--- config.mk ---
export PLATFORM = sky130hd
export DESIGN_NAME = imem_loader_flat
export DESIGN_NICKNAME = d
export VERILOG_FILES = /design/src/rtl/imem_loader_if.sv /design/src/rtl/imem_loader.sv /design/src/flat_wrapper.sv
export SDC_FILE = /design/constraint.sdc
export NUM_CORES = 1
export LEC_CHECK = 0
export CAP_MARGIN = 20
export CORE_UTILIZATION = 49
export CTS_BUF_LIST = sky130_fd_sc_hd__clkbuf_8
export DETAILED_ROUTE_END_ITERATION = 10
export GPL_ROUTABILITY_DRIVEN = 0
export GPL_TIMING_DRIVEN = 0
export PLACE_DENSITY = 0.9
export SYNTH_ARGS = -nofsm -noshare
export SYNTH_HDL_FRONTEND = slang
export SYNTH_SLANG_ARGS = --single-unit
--- constraint.sdc ---
create_clock -name clk -period 2.5 [get_ports clk]
set_input_delay 0.25 -clock clk [delete_from_list [all_inputs] [get_ports clk]]
set_output_delay 0.25 -clock clk [all_outputs]
set_load 0.01 [all_outputs]
--- src/rtl/imem_loader_if.sv ---
// Boot byte stream in, instruction-memory write port out.
// master = loader side, slave = boot link / memory side.
interface imem_loader_if #(
    parameter int ADDR_WIDTH = 32,
    parameter int DATA_WIDTH = 32
);
    logic [7:0]            byte_i;
    logic                  byte_valid_i;
    logic                  byte_ready_o;
    logic                  wr_en_o;
    logic [ADDR_WIDTH-1:0] wr_address_o;
    logic [DATA_WIDTH-1:0] wr_data_o;

    modport master (
        input  byte_i, byte_valid_i,
        output byte_ready_o, wr_en_o, wr_address_o, wr_data_o
    );

    modport slave (
        output byte_i, byte_valid_i,
        input  byte_ready_o, wr_en_o, wr_address_o, wr_data_o
    );
endinterface

--- src/rtl/imem_loader.sv ---
// Boot loader: packs little-endian bytes into 32-bit words and writes imem, then releases CPU reset.
// Latency: write strobe the cycle after the 4th byte of a word; done one cycle after the last write.
// Backpressure: byte_ready_o only in RECV; stalls on byte_valid_i indefinitely.
module imem_loader #(
    parameter int ADDR_WIDTH     = 32,
    parameter int DATA_WIDTH     = 32,
    parameter int PROGRAM_LENGTH = 10
) (
    input  logic               clk,
    input  logic               rst_ni,
    input  logic               start_i,
    imem_loader_if.master      bus,
    output logic               busy_o,
    output logic               done_o,
    output logic               cpu_reset_no
);
    localparam int WI = (PROGRAM_LENGTH > 1) ? $clog2(PROGRAM_LENGTH) : 1;
    localparam logic [WI-1:0] LAST_WORD = WI'(PROGRAM_LENGTH - 1);

    typedef enum logic [1:0] {IDLE, RECV, WRITE, DONE} state_t;

    state_t                state_q, state_d;
    logic [WI-1:0]         word_idx_q;
    logic [1:0]            byte_idx_q;
    logic [DATA_WIDTH-1:0] word_q;
    logic                  accept;
    logic                  last_word;
    logic                  restart;

    assign accept    = (state_q == RECV) && bus.byte_valid_i;
    assign last_word = (word_idx_q == LAST_WORD);
    assign restart   = ((state_q == IDLE) || (state_q == DONE)) && start_i;

    always_ff @(posedge clk or negedge rst_ni) begin
        if (!rst_ni) begin
            state_q <= IDLE;
        end else begin
            state_q <= state_d;
        end
    end

    // Every output is a pure decode of registered state.
    always_comb begin
        state_d          = state_q;
        bus.byte_ready_o = 1'b0;
        bus.wr_en_o      = 1'b0;
        busy_o           = 1'b0;
        done_o           = 1'b0;
        cpu_reset_no     = 1'b0;
        case (state_q)
            IDLE: begin
                if (start_i) state_d = RECV;
            end
            RECV: begin
                bus.byte_ready_o = 1'b1;
                busy_o           = 1'b1;
                if (accept && (byte_idx_q == 2'd3)) state_d = WRITE;
            end
            WRITE: begin
                bus.wr_en_o = 1'b1;
                busy_o      = 1'b1;
                state_d     = last_word ? DONE : RECV;
            end
            DONE: begin
                done_o       = 1'b1;
                cpu_reset_no = 1'b1;
                if (start_i) state_d = RECV;
            end
            default: state_d = IDLE;
        endcase
    end

    always_ff @(posedge clk or negedge rst_ni) begin
        if (!rst_ni) begin
            word_idx_q <= '0;
            byte_idx_q <= 2'd0;
            word_q     <= '0;
        end else if (restart) begin
            word_idx_q <= '0;
            byte_idx_q <= 2'd0;
            word_q     <= '0;
        end else begin
            if (accept) begin
                word_q[{byte_idx_q, 3'b000} +: 8] <= bus.byte_i;
                byte_idx_q                        <= byte_idx_q + 2'd1;
            end
            // Index saturates at the last word, so no write can land past the program.
            if ((state_q == WRITE) && !last_word) begin
                word_idx_q <= word_idx_q + WI'(1);
            end
        end
    end

    assign bus.wr_address_o = ADDR_WIDTH'({word_idx_q, 2'b00});
    assign bus.wr_data_o    = word_q;
endmodule

--- src/flat_wrapper.sv ---
// flat-port wrapper written by rule: the top's interface ports become plain ports
module imem_loader_flat 
#(
    parameter int ADDR_WIDTH     = 32,
    parameter int DATA_WIDTH     = 32,
    parameter int PROGRAM_LENGTH = 10
)
  (clk, rst_ni, start_i, busy_o, done_o, cpu_reset_no, bus_byte_i, bus_byte_valid_i, bus_byte_ready_o, bus_wr_en_o, bus_wr_address_o, bus_wr_data_o);
  imem_loader_if #(.ADDR_WIDTH(ADDR_WIDTH), .DATA_WIDTH(DATA_WIDTH)) bus_i ();
  input  logic clk;
  input  logic rst_ni;
  input  logic start_i;
  output logic busy_o;
  output logic done_o;
  output logic cpu_reset_no;
  input wire logic [$bits(bus_i.byte_i)-1:0] bus_byte_i;
  input wire logic [$bits(bus_i.byte_valid_i)-1:0] bus_byte_valid_i;
  output wire logic [$bits(bus_i.byte_ready_o)-1:0] bus_byte_ready_o;
  output wire logic [$bits(bus_i.wr_en_o)-1:0] bus_wr_en_o;
  output wire logic [$bits(bus_i.wr_address_o)-1:0] bus_wr_address_o;
  output wire logic [$bits(bus_i.wr_data_o)-1:0] bus_wr_data_o;
  assign bus_i.byte_i = bus_byte_i;
  assign bus_i.byte_valid_i = bus_byte_valid_i;
  assign bus_byte_ready_o = bus_i.byte_ready_o;
  assign bus_wr_en_o = bus_i.wr_en_o;
  assign bus_wr_address_o = bus_i.wr_address_o;
  assign bus_wr_data_o = bus_i.wr_data_o;
  imem_loader #(.ADDR_WIDTH(ADDR_WIDTH), .DATA_WIDTH(DATA_WIDTH), .PROGRAM_LENGTH(PROGRAM_LENGTH)) u_core (.clk(clk), .rst_ni(rst_ni), .start_i(start_i), .bus(bus_i), .busy_o(busy_o), .done_o(done_o), .cpu_reset_no(cpu_reset_no));
endmodule
* Word-level counts from Yosys, hierarchy flattened
Index checks and enable logic that the tools add are counted. Widths: inputs -> output; s select.
Storage, ports and cells: register bits after elaboration 40, input bits 12
Operators by class: add/subtract/negate cells 3, equal/unequal tests 7, shift operators 2, mux-type cells 15, reductions and logical operators 12
Operators with widths (count):
- $mux 32 | 2
- $bwmux 32 | 1
- $shift 8x7->32 const A | 1
- $shiftx 8x7->32 | 1
- $mux 2 | 5
- $mux 4 | 2
- $neg 5->7 | 1
- $eq 2x2->1 const B | 3
- $pmux 2 s3 | 1
- $add 4x1->4 const B | 1
- $eq 4x4->1 const B | 1
- $logic_and 1x1->1 | 4
- $mux 1 | 4
- $reduce_bool 2->1 | 2
- $reduce_or 2->1 | 2
- $add 2x1->2 const B | 1
- $eq 2x1->1 const B | 1
- $logic_not 2->1 | 1
- $ne 2x1->1 const B | 1
- $ne 2x2->1 const B | 1
- $reduce_and 2->1 | 1
- $logic_not 1->1 | 1
- $logic_or 1x1->1 | 1

* Logic depth before layout (Yosys ltp)
depth after elaboration 5, gate-level depth with buffers 7, gate-level depth less buffers 5

* Least setup slack after synthesis
No wires, ideal clock.
path type flip-flop to flip-flop, start point register u_core.state_q[0], end point register u_core.word_q[10], in the netlist u_core.bus.wr_data_o[10], setup time 121 ps, arrival time 1471 ps, data required time 2379 ps, setup slack 908 ps, stages on the path, launching flop included 7, buffers on the path 2, cell sequence dfrtp_1 > ha_1 > buf_6 > and4_1 > and3_1 > buf_6 > a22o_1
On the way: word-level cells in the longest chain between the ends 4, elaborated cells on any way between the ends 8
Ends and longest elaborated chain:
- start: declaration | RTL line imem_loader.sv:22 | state_t state_q, state_d;
- start signal: assignment | RTL line imem_loader.sv:38 | state_q <= state_d;
- $eq 2x2->1 or $logic_not 2->1 (tied branches) | RTL line imem_loader.sv:32 | assign restart = ((state_q == IDLE) || (state_q == DONE)) && start_i;
- $logic_or 1x1->1 | RTL line imem_loader.sv:32
- $logic_and 1x1->1 | RTL line imem_loader.sv:32
- $mux 32 or $reduce_bool 2->1 (tied branches)
- end signal: indexed assignment | RTL line imem_loader.sv:84 | word_q[{byte_idx_q, 3'b000} +: 8] <= bus.byte_i;
- end: declaration | RTL line imem_loader.sv:25 | logic [DATA_WIDTH-1:0] word_q;
Parallel ways exist; a longest one is shown, timed or not. A chain may end at the register's enable or synchronous reset.

* Final worst setup path
start point register u_core.state_q[0], end point output port busy_o
On the way: word-level cells in the longest chain between the ends 3, elaborated cells on any way between the ends 4
Ends and longest elaborated chain:
- $eq 2x2->1 or $eq 2x1->1 (tied branches) | RTL line imem_loader.sv:50 | case (state_q)
- $reduce_or 2->1 (no source line) (*)
- $mux 1 (*) | RTL line imem_loader.sv:50
- end: declaration | RTL line flat_wrapper.sv:13 | output logic busy_o;
Every way passes the cells marked *; elsewhere a longest branch is shown, timed or not.

==> results.txt <==
- Registers take 1000 µm².
* Share of total power consumed by net switching: 35.8%
* Vert. Die Dim: 67.3 µm
* Horiz. Die Dim: 67.3 µm
- Final Hold Violating Endpoints: 0
* Syn Std Cell Area: 2090 µm²
- Standard-cell rows: 23
* Final count of pins violating max slew: 0
* Setup Crit Path Kind: reg2out
* Normalized max-slew margin: a little over two fifths
- Buffer type at the clock tree root: clkbuf_8
- Status: completed
- After detailed routing, the average wire length per cell comes to 13.9 µm.
* Startpoint Class: flip-flop
* Max FO, Critical Path: 5
- In this run the cell area measured after placement is 2760 µm².
* Master of the slowest instance on the critical path: clkdlybuf4s50_1
* First-pass iteration count of the detailed router: 4
* Top_reg_cell synth: dfrtp_1
- The longest clock path from root to sink contains 2 buffers.
- Internal power comes to 0.00157 W.
* Global Route met3 Usage: 4.56%
- Counting flops with a built-in enable in the synthesized netlist gives 0.
- For this run, global-route usage on met1 was measured as 29.6%.
- The clock arrives with 6.29 ps of skew.
- Initial Util: 51.5%
- Crit-path max cell delay: between 500 and 600 ps
* Final cell area excluding filler cells: 2880 µm²
* Largest voltage drop on the vdd net: 0.000395 V
- Share of total power in combinational logic: between 40 and 50%
- Global-route wire length before repair: 7330 µm
- Max-Cap Viols: 0
* Post-DRT Antenna Nets: 0
- Via count normalized by instance count: 4.92
* Global Route Usage Sum: 22.7%
- Setup violations remaining at the end of the flow were counted as 0.
* Worst-path clk slew: about 80 ps
* # port buffers: roughly 50
- In this design, the critical path's most frequently occurring cell is inv_1.
- Required @ worst endpoint: about 2300 ps
- In this run the mean area of a mapped cell was 10.6 µm².
* Area Growth Syn to Fin: 37.8%
* Pin count of the biggest net entering global routing: 41
- Initial detailed-routing violation count: 137
- Skew-Pair Late Insertion Delay: 300 ps
- Setup repair after global routing missed its margin: false
- Among all cell types in the netlist, the one instantiated most often is dfrtp_1.
- For this design, the CTS-stage hold fixing added 0 buffers.
- Once detailed placement completed, the half-perimeter wirelength came to 3350 µm.
- Die area: 4530 µm²
* Worst Setup End Kind: primary output
* Boundary pin count: just over 80
* H-Tree Level Count: 2
- The netlist uses 31 different library cells.
- Wire length reported by the detailed router: 4630 µm
* Hold crit path type: in2async
* Share of flip-flops with an asynchronous set or reset after synthesis: between 90% and 100%
* Filler cells: 290
- Derived from the worst setup path, the maximum achievable clock frequency is 500 MHz.
- Switching power: 0.000879 W
- The top cell type by area accounts for 47.9% of the synthesized area.
- Post-synth top cells: dfrtp_1, buf_4, nand2_1
- Layer with the highest usage after global routing: met2
* DRC violation count after routing: 0
- After synthesis, flip-flops and latches occupy 47.9% of the total area.
- Per report_power, the sequential group accounts for between 30% and 40% of the total.
* Placeable core area: 4060 µm²
* Routing usage on met2: between 30 and 40%
- By area the synthesized netlist is led by dfrtp_1, buf_4, a22o_1.
- The initial antenna violation count is 0.
- In this run, post-CTS repair resized a total of 0 instances.
- FF+latch count, synth: 40
* TritonCTS clock tree: built
* Number of synthesis warnings: 0
- The critical path contains buffers and inverters numbering 3 combined.
- Gr ovfl total: 0
* Final critical delay including setup and external delays: 2000 ps
- Vias in the first global route: 1506
- In this run, CTS created clock tree buffers numbering 5.
* Gate Count Post-Synth: 198
- 0 antenna diodes ended up in the layout.
* Via count: 1643
- In the final layout, the share of cells above drive strength 1 is 17.6%.
- Power share of the clock group: 22.8%
- Power per unit of standard cell area: 851 nW/µm²
- In the final design database the tool counted 305 nets.
- Grouping stages by cell kind, the critical path spends the most delay in buffers and inverters.
- The final critical path takes up between 70 and 80% of the cycle.
- Traced cell by cell, the critical path runs through inv_1 > ha_1 > inv_1 > clkdlybuf4s50_1.
* CP Data Arrival Time: 1750 ps
- Summing all multi-input logic gate instances after layout gives 858 µm².
- The design draws 0.00245 W.
- Number of clock sinks: 40
- Slew of the pin with the lowest slew margin: about 860 ps
* Library cell occupying the most area in the post-synthesis netlist: dfrtp_1
- Post-CTS Setup Inserts: 0
- In this run the static leakage power is ~1.4 nW.
- Setup TNS after final layout: 0 ps
layer usage:
| metal | part of all wire [%] | up-vias |
|---|---|---|
| met1 | 43 | 780 |
| met4 | 1.6 | 0 |
| met2 | 50 | 61 |
| li1 | - | 797 |
| met3 | 5.6 | 5 |
| met5 | 0 | - |
power groups by stage:
stage          Sequential, W  Combinational [W]  Clock [W]
5_1_grt             0.000857            0.00115   0.000604
4_1_cts             0.000842            0.00104   0.000567
6_report            0.000842            0.00105   0.000560
3_3_place_gp        0.000848            0.00100          0
3_5_place_dp        0.000853            0.00104          0
2_1_floorplan       0.000875           0.000605          0
cell type report:
type | instances | area share, %
sequential | 40 | 34.7
multi-input combinational | 135 | 29.8
timing repair buffer | 51 | 17.5
buffer | 36 | 9.73
clock buffer | 6 | 2.87
tap | 50 | 2.17
inverter | 14 | 1.82
clock inverter | 2 | 1.35
sequential cells by signal, summed over array words and instances (netlist names):
| name | count |
|---|---|
| u_core.word_idx_q | 4 |
| u_core.state_q | 2 |
| u_core.bus.wr_data_o | 32 |
| u_core.byte_idx_q | 2 |
logic make-up after synthesis:
kind of cell | count (synthesis) | share of synthesized area, %
buffers and inverters | 50 | 15.9
other | 1 | 0.179
flip-flops | 40 | 47.9
AND/OR/NAND/NOR | 47 | 11.4
XOR/XNOR | 2 | 0.838
adder cells (fa/ha/maj) | 10 | 5.98
multiplexers | 1 | 0.539
AO/OA/AOI/OAI | 47 | 17.3
per-stage QoR:
stage	hold WS (ps)	util [%]	worst slack, ps	cells
after floorplan	-45.6	-	908	225
after global placement	465	68.1	264	326
after detailed placement	411	68.0	731	326
after CTS	81.2	71.0	504	334
after global routing	121	71.0	441	334
final	60.3	71.0	502	334
cell usage in the layout, fill, tap and decap left out:
cell | synthesis | layout
xor2_1 | 1 | 1
and3_1 | 2 | 2
a211o_1 | 1 | 1
dfrtp_1 | 40 | 40
bufinv_16 | 0 | 1
nor2b_1 | 2 | 2
mux2_2 | 1 | 1
conb_1 | 1 | 28
a31oi_2 | 1 | 1
o21ai_0 | 3 | 3
a31oi_4 | 1 | 1
buf_4 | 30 | 30
xnor2_1 | 1 | 1
nand3_1 | 10 | 10
ha_1 | 10 | 10
and2_1 | 2 | 2
o31ai_1 | 9 | 9
a32oi_2 | 1 | 1
buf_2 | 2 | 3
buf_6 | 4 | 4
nor2_1 | 4 | 4
and4_1 | 1 | 1
nand4bb_1 | 1 | 1
clkbuf_8 | 0 | 6
clkinv_4 | 0 | 1
a21oi_1 | 13 | 13
nand3b_1 | 1 | 1
a211oi_1 | 1 | 1
nand4_1 | 2 | 2
a22o_1 | 16 | 16
inv_1 | 14 | 14
nor3_4 | 1 | 1
a21boi_0 | 1 | 1
clkdlybuf4s50_1 | 0 | 50
nand2_1 | 21 | 21
path summary, 6_finish.rpt:
check / depth (start not counted) / from / slack [ps] / to
min in group clk: 3 / bus_byte_valid_i / 260 / u_core.byte_idx_q[1]
worst max-delay path: 4 / u_core.state_q[0] / 500 / busy_o
worst min-delay path: 1 / rst_ni / 60 / u_core.bus.wr_data_o[25]
max in group asynchronous: 1 / rst_ni / 1900 / u_core.bus.wr_data_o[7]
worst min register to register: 2 / u_core.bus.wr_data_o[19] / 500 / u_core.bus.wr_data_o[19]
worst max register to register: 5 / u_core.state_q[0] / 690 / u_core.bus.wr_data_o[21]
No activity file was read; power rests on OpenSTA's default activity.
==> edit 1 (config.mk and constraints unchanged) <==
`DATA_WIDTH` is set to 32 in 3 places; all go to 64.
--- a/src/rtl/imem_loader_if.sv
+++ b/src/rtl/imem_loader_if.sv
@@ -4,3 +4,3 @@
     parameter int ADDR_WIDTH = 32,
-    parameter int DATA_WIDTH = 32
+    parameter int DATA_WIDTH = 64
 );
--- a/src/rtl/imem_loader.sv
+++ b/src/rtl/imem_loader.sv
@@ -5,3 +5,3 @@
     parameter int ADDR_WIDTH     = 32,
-    parameter int DATA_WIDTH     = 32,
+    parameter int DATA_WIDTH     = 64,
     parameter int PROGRAM_LENGTH = 10
--- a/src/flat_wrapper.sv
+++ b/src/flat_wrapper.sv
@@ -4,3 +4,3 @@
     parameter int ADDR_WIDTH     = 32,
-    parameter int DATA_WIDTH     = 32,
+    parameter int DATA_WIDTH     = 64,
     parameter int PROGRAM_LENGTH = 10
Interface: changed (resized bus_wr_data_o); port bits go from 81 to 113. The function was not compared with the original's and may differ.
==> edit 1 against the unedited design <==
Non-clock buffer count up 49. Final area rose by 69%. Sequential cell count increased by 32. Area after synthesis is 72% higher. Highest routed layer unchanged. Setup slack worse by 0.28 ns. Synthesized cell count rose by 100%. Wire length increased by 100%. Worst hold slack worse by 0.057 ns. Cell count is 86% higher. Total power rose by 64%. Die area up 69%.
==> edit 1: results (changes against the unedited design) <==
| Stage | Metric | Value | Change |
|---|---|---|---|
| placed design | Estimated wirelength of the detail-placed design | 6610 um | +98% |
| grt | Tot GR Track Use | 25.7% | +3.0 points |
| route | Starting DRT DRC Count | 438 | +220% |
| route | DR pass1 iterations | 5 | +1 |
| critical path | Slowest stage delay, CP | 0.65 ns | +0.11 ns |
| route | Total length of routed wires | 9340 um | +100% |
| critical path | Worst reg2reg path depth | 6 | +1 |
| sta | Rel. slew slack | 40.1% | -2.4 points |
| placed design | Post-DP Area | 4650 um^2 | +68% |
| pwr | Leakage power of the design | 0.00223 uW | +59% |
| logic synthesis | Number of library cell types mapped by synthesis | 34 | +9.7% |
| route | Met2 wire length | 4620 um | +100% |
| route | WL met3 | 685 um | +170% |
| pwr | Comb pwr | 1650 uW | +57% |
| grt | Largest net degree at the start of global routing | 73 | +78% |
| cells and area | Count of non-filler cells in the finished layout | 620 | +86% |
| run status | Result of the run | finished, final reports clean |  |
| grt | Met2 global-route usage | 42.6% | +6.2 points |
| critical path | Capture point of the worst path | u_core.bus.wr_data_o[43] |  |
| grt | Global routing met3 resource utilization | 5.09% | +0.53 points |
| sta | Fin Hold WS | 0.00382 ns | -0.0565 ns |
| cts | Clock latency on the worst-skew pair | 0.36 ns | +0.06 ns |
| sta | Final min period | 2.28 ns | +0.283 ns |
| placed design | Number of cells in the design after placement | 604 | +85% |
| cts | H-Tree Level Count | 3 | +1 |
| placed design | Setup WS pre-CTS | 0.246 ns | -0.485 ns |
| critical path | Crit path max fanout | 10 | +5 |
| grt | Wire length of the first global-routing pass | 14800 um | +100% |
| route | M1 wire length | 3850 um | +93% |
| logic synthesis | Most frequent cells after synthesis | nand2_1 (76), dfrtp_1 (72), nand3_1 (58), a21oi_1 (52), buf_4 (30) |  |
| grt | Number of global-route vias before repair | 3018 | +100% |
| placed design | Count of port buffers added during placement | 84 | +65% |
| cells and area | Fraction of final layout cells with drive strength greater than 1 | 10.7% | -6.9 points |
| cells and area | NumNets Final | 542 | +78% |
| pwr | Proportion of power drawn by combinational gates | 41.0% | -1.8 points |
| logic synthesis | Synth area leaders | dfrtp_1 (50%), nand3_1 (8.1%), nand2_1 (7.9%), a21oi_1 (7.2%), buf_4 (6.3%) |  |
| grt | Global Route met1 Usage | 33.5% | +3.9 points |
| critical path | Standard cell with the maximum stage delay on the critical path | nor2b_1 |  |
==> edit 1: cells by family (layout without fill, tap and decap cells) <==
family / after synthesis / after routing / share of synthesized area [%]
compound gates: 68 / 68 / 10.5
xor+xnor: 2 / 2 / 0.488
fa+ha+maj: 11 / 11 / 3.83
buf+inv: 63 / 163 / 9.97
flops: 72 / 72 / 50.2
mux: 8 / 8 / 2.23
other cells: 1 / 28 / 0.104
simple gates: 172 / 172 / 22.7
==> edit 1: area by class of cell <==
cell class                 instances  area [um^2]
buffer                            52          317
clock buffer                      12          165
clock inverter                     4         51.3
fill                             543         2070
inverter                          11         41.3
multi-input combinational        289         1540
sequential                        72         1800
tap                               96          120
timing repair buffer              84          838
==> edit 1: critical path: cells and delay by family, from the launching register on <==
| kind | cells | cell delay (ns) |
|---|---|---|
| AOI/OAI and AO/OA | 1 | 0.26 |
| adders and majority gates | 1 | 0.23 |
| buffers and inverters | 3 | 0.52 |
| DFF | 1 | 0.52 |
| and+or+nand+nor | 1 | 0.65 |
==> edit 2 (same flow settings) <==
Made on the original files. Compare `word_idx_q` against `LAST_WORD` with >= in place of ==.
--- a/src/rtl/imem_loader.sv
+++ b/src/rtl/imem_loader.sv
@@ -30,3 +30,3 @@
     assign accept    = (state_q == RECV) && bus.byte_valid_i;
-    assign last_word = (word_idx_q == LAST_WORD);
+    assign last_word = (word_idx_q >= LAST_WORD);
     assign restart   = ((state_q == IDLE) || (state_q == DONE)) && start_i;
Formal check against the unedited RTL: same outputs for any inputs over 10 cycles, from zero or initial values and one cycle with rst_ni low; that may be too few to reach the edited logic, so the function may still have changed.
==> edit 2 against the unedited design <==
Critical path depth did not move. Total power rose by 0.79%. Via count fell by 1.3%. Global-route usage fell by 0.97 points. Sequential cell count did not move. Critical path type unchanged. Area after synthesis barely moved. Sequential power rose by 4.4%. Cell count rose by 0.90%. Count of clock-buffer cells in the layout fell by 1. Largest power group unchanged. Largest cell class unchanged. Final area fell by 1.0%. Wire length fell by 7.3%. Combinational power rose by 13%. Setup slack improved by 0.024 ns. Sequential share of layout area rose by 0.35 points.
==> edit 2: results (changes against the unedited design) <==
| Stage | Metric | Value | Change |
|---|---|---|---|
| sta | Max Clock Skew | 0.00794 ns | +0.00166 ns |
| critical path | Setup slack on the worst flop-to-flop path | 0.54 ns | -0.15 ns |
| grt | Number of global-route vias before repair | 1520 | +0.93% |
| cells and area | Fraction of the core area covered by cells at the end of the flow | 70.3% | -0.71 points |
| placed design | Number of cells in the design after placement | 330 | +1.2% |
| sta | Rel. slew slack | 42.7% | +0.29 points |
| grt | Met2 global-route usage | 31.9% | -4.5 points |
| logic synthesis | Post-synthesis share of cell area spent on full adders, half adders and majority gates | 6.58% | +0.59 points |
| placed design | Count of port buffers added during placement | 52 | +2.0% |
| route | Wire per inst | 12.7 um | -8.1% |
| cells and area | NumNets Final | 310 | +1.6% |
| pwr | IR drop worst, VDD | 0.355 mV | -10% |
| pwr | Flop+latch power | 879 uW | +4.4% |
| route | Detailed-route via count | 1622 | -1.3% |
| logic synthesis | Proportion of synthesized chip area in sequential cells | 47.8% | about the same |
| cells and area | Fraction of final layout cells with drive strength greater than 1 | 15.3% | -2.3 points |
| run status | Result of the run | finished, final reports clean |  |
| critical path | Worst reg2reg path depth | 6 | +1 |
| route | Met2 wire length | 1890 um | -18% |
| logic synthesis | Multiplexer area fraction after synthesis | 0.478% | -0.060 points |
| logic synthesis | Number of library cell types mapped by synthesis | 33 | +6.5% |
| sta | Share of the clock period used by the worst path after layout | 79.0% | -0.98 points |
| logic synthesis | Most frequent cells after synthesis | dfrtp_1 (40), buf_4 (29), nand2_1 (26), a22o_1 (16), inv_1 (15) |  |
| pwr | Leakage power of the design | 0.00136 uW | -3.1% |
| placed design | Estimated wirelength of the detail-placed design | 3200 um | -4.3% |
| route | Total length of routed wires | 4290 um | -7.3% |
[edit 2: cell count changes in the layout (fill, tap and decap cells not counted), moves of 3 or more]
| cell | unedited run | this run |
|---|---|---|
| a21oi_1 | 13 | 5 |
| buf_6 | 4 | 1 |
| nand2_1 | 21 | 26 |
| o21ai_0 | 3 | 11 |
[edit 2: logic make-up after synthesis]
logic type               Yosys count
XOR/XNOR                           1
adder cells (fa/ha/maj)           11
AND/OR/NAND/NOR                   50
multiplexers                       1
flip-flops                        40
other                              1
buffers and inverters             48
AO/OA/AOI/OAI                     49
[edit 2: cell type report]
cell class / instances / share of cell area [%]
multi-input cells: 140 / 31.4
inverters: 15 / 1.97
clock buffers: 5 / 2.41
repair buffers: 52 / 18.1
flip-flops and latches: 40 / 35.1
plain buffers: 33 / 8.46
well taps: 50 / 2.19
clock inverters: 2 / 0.439
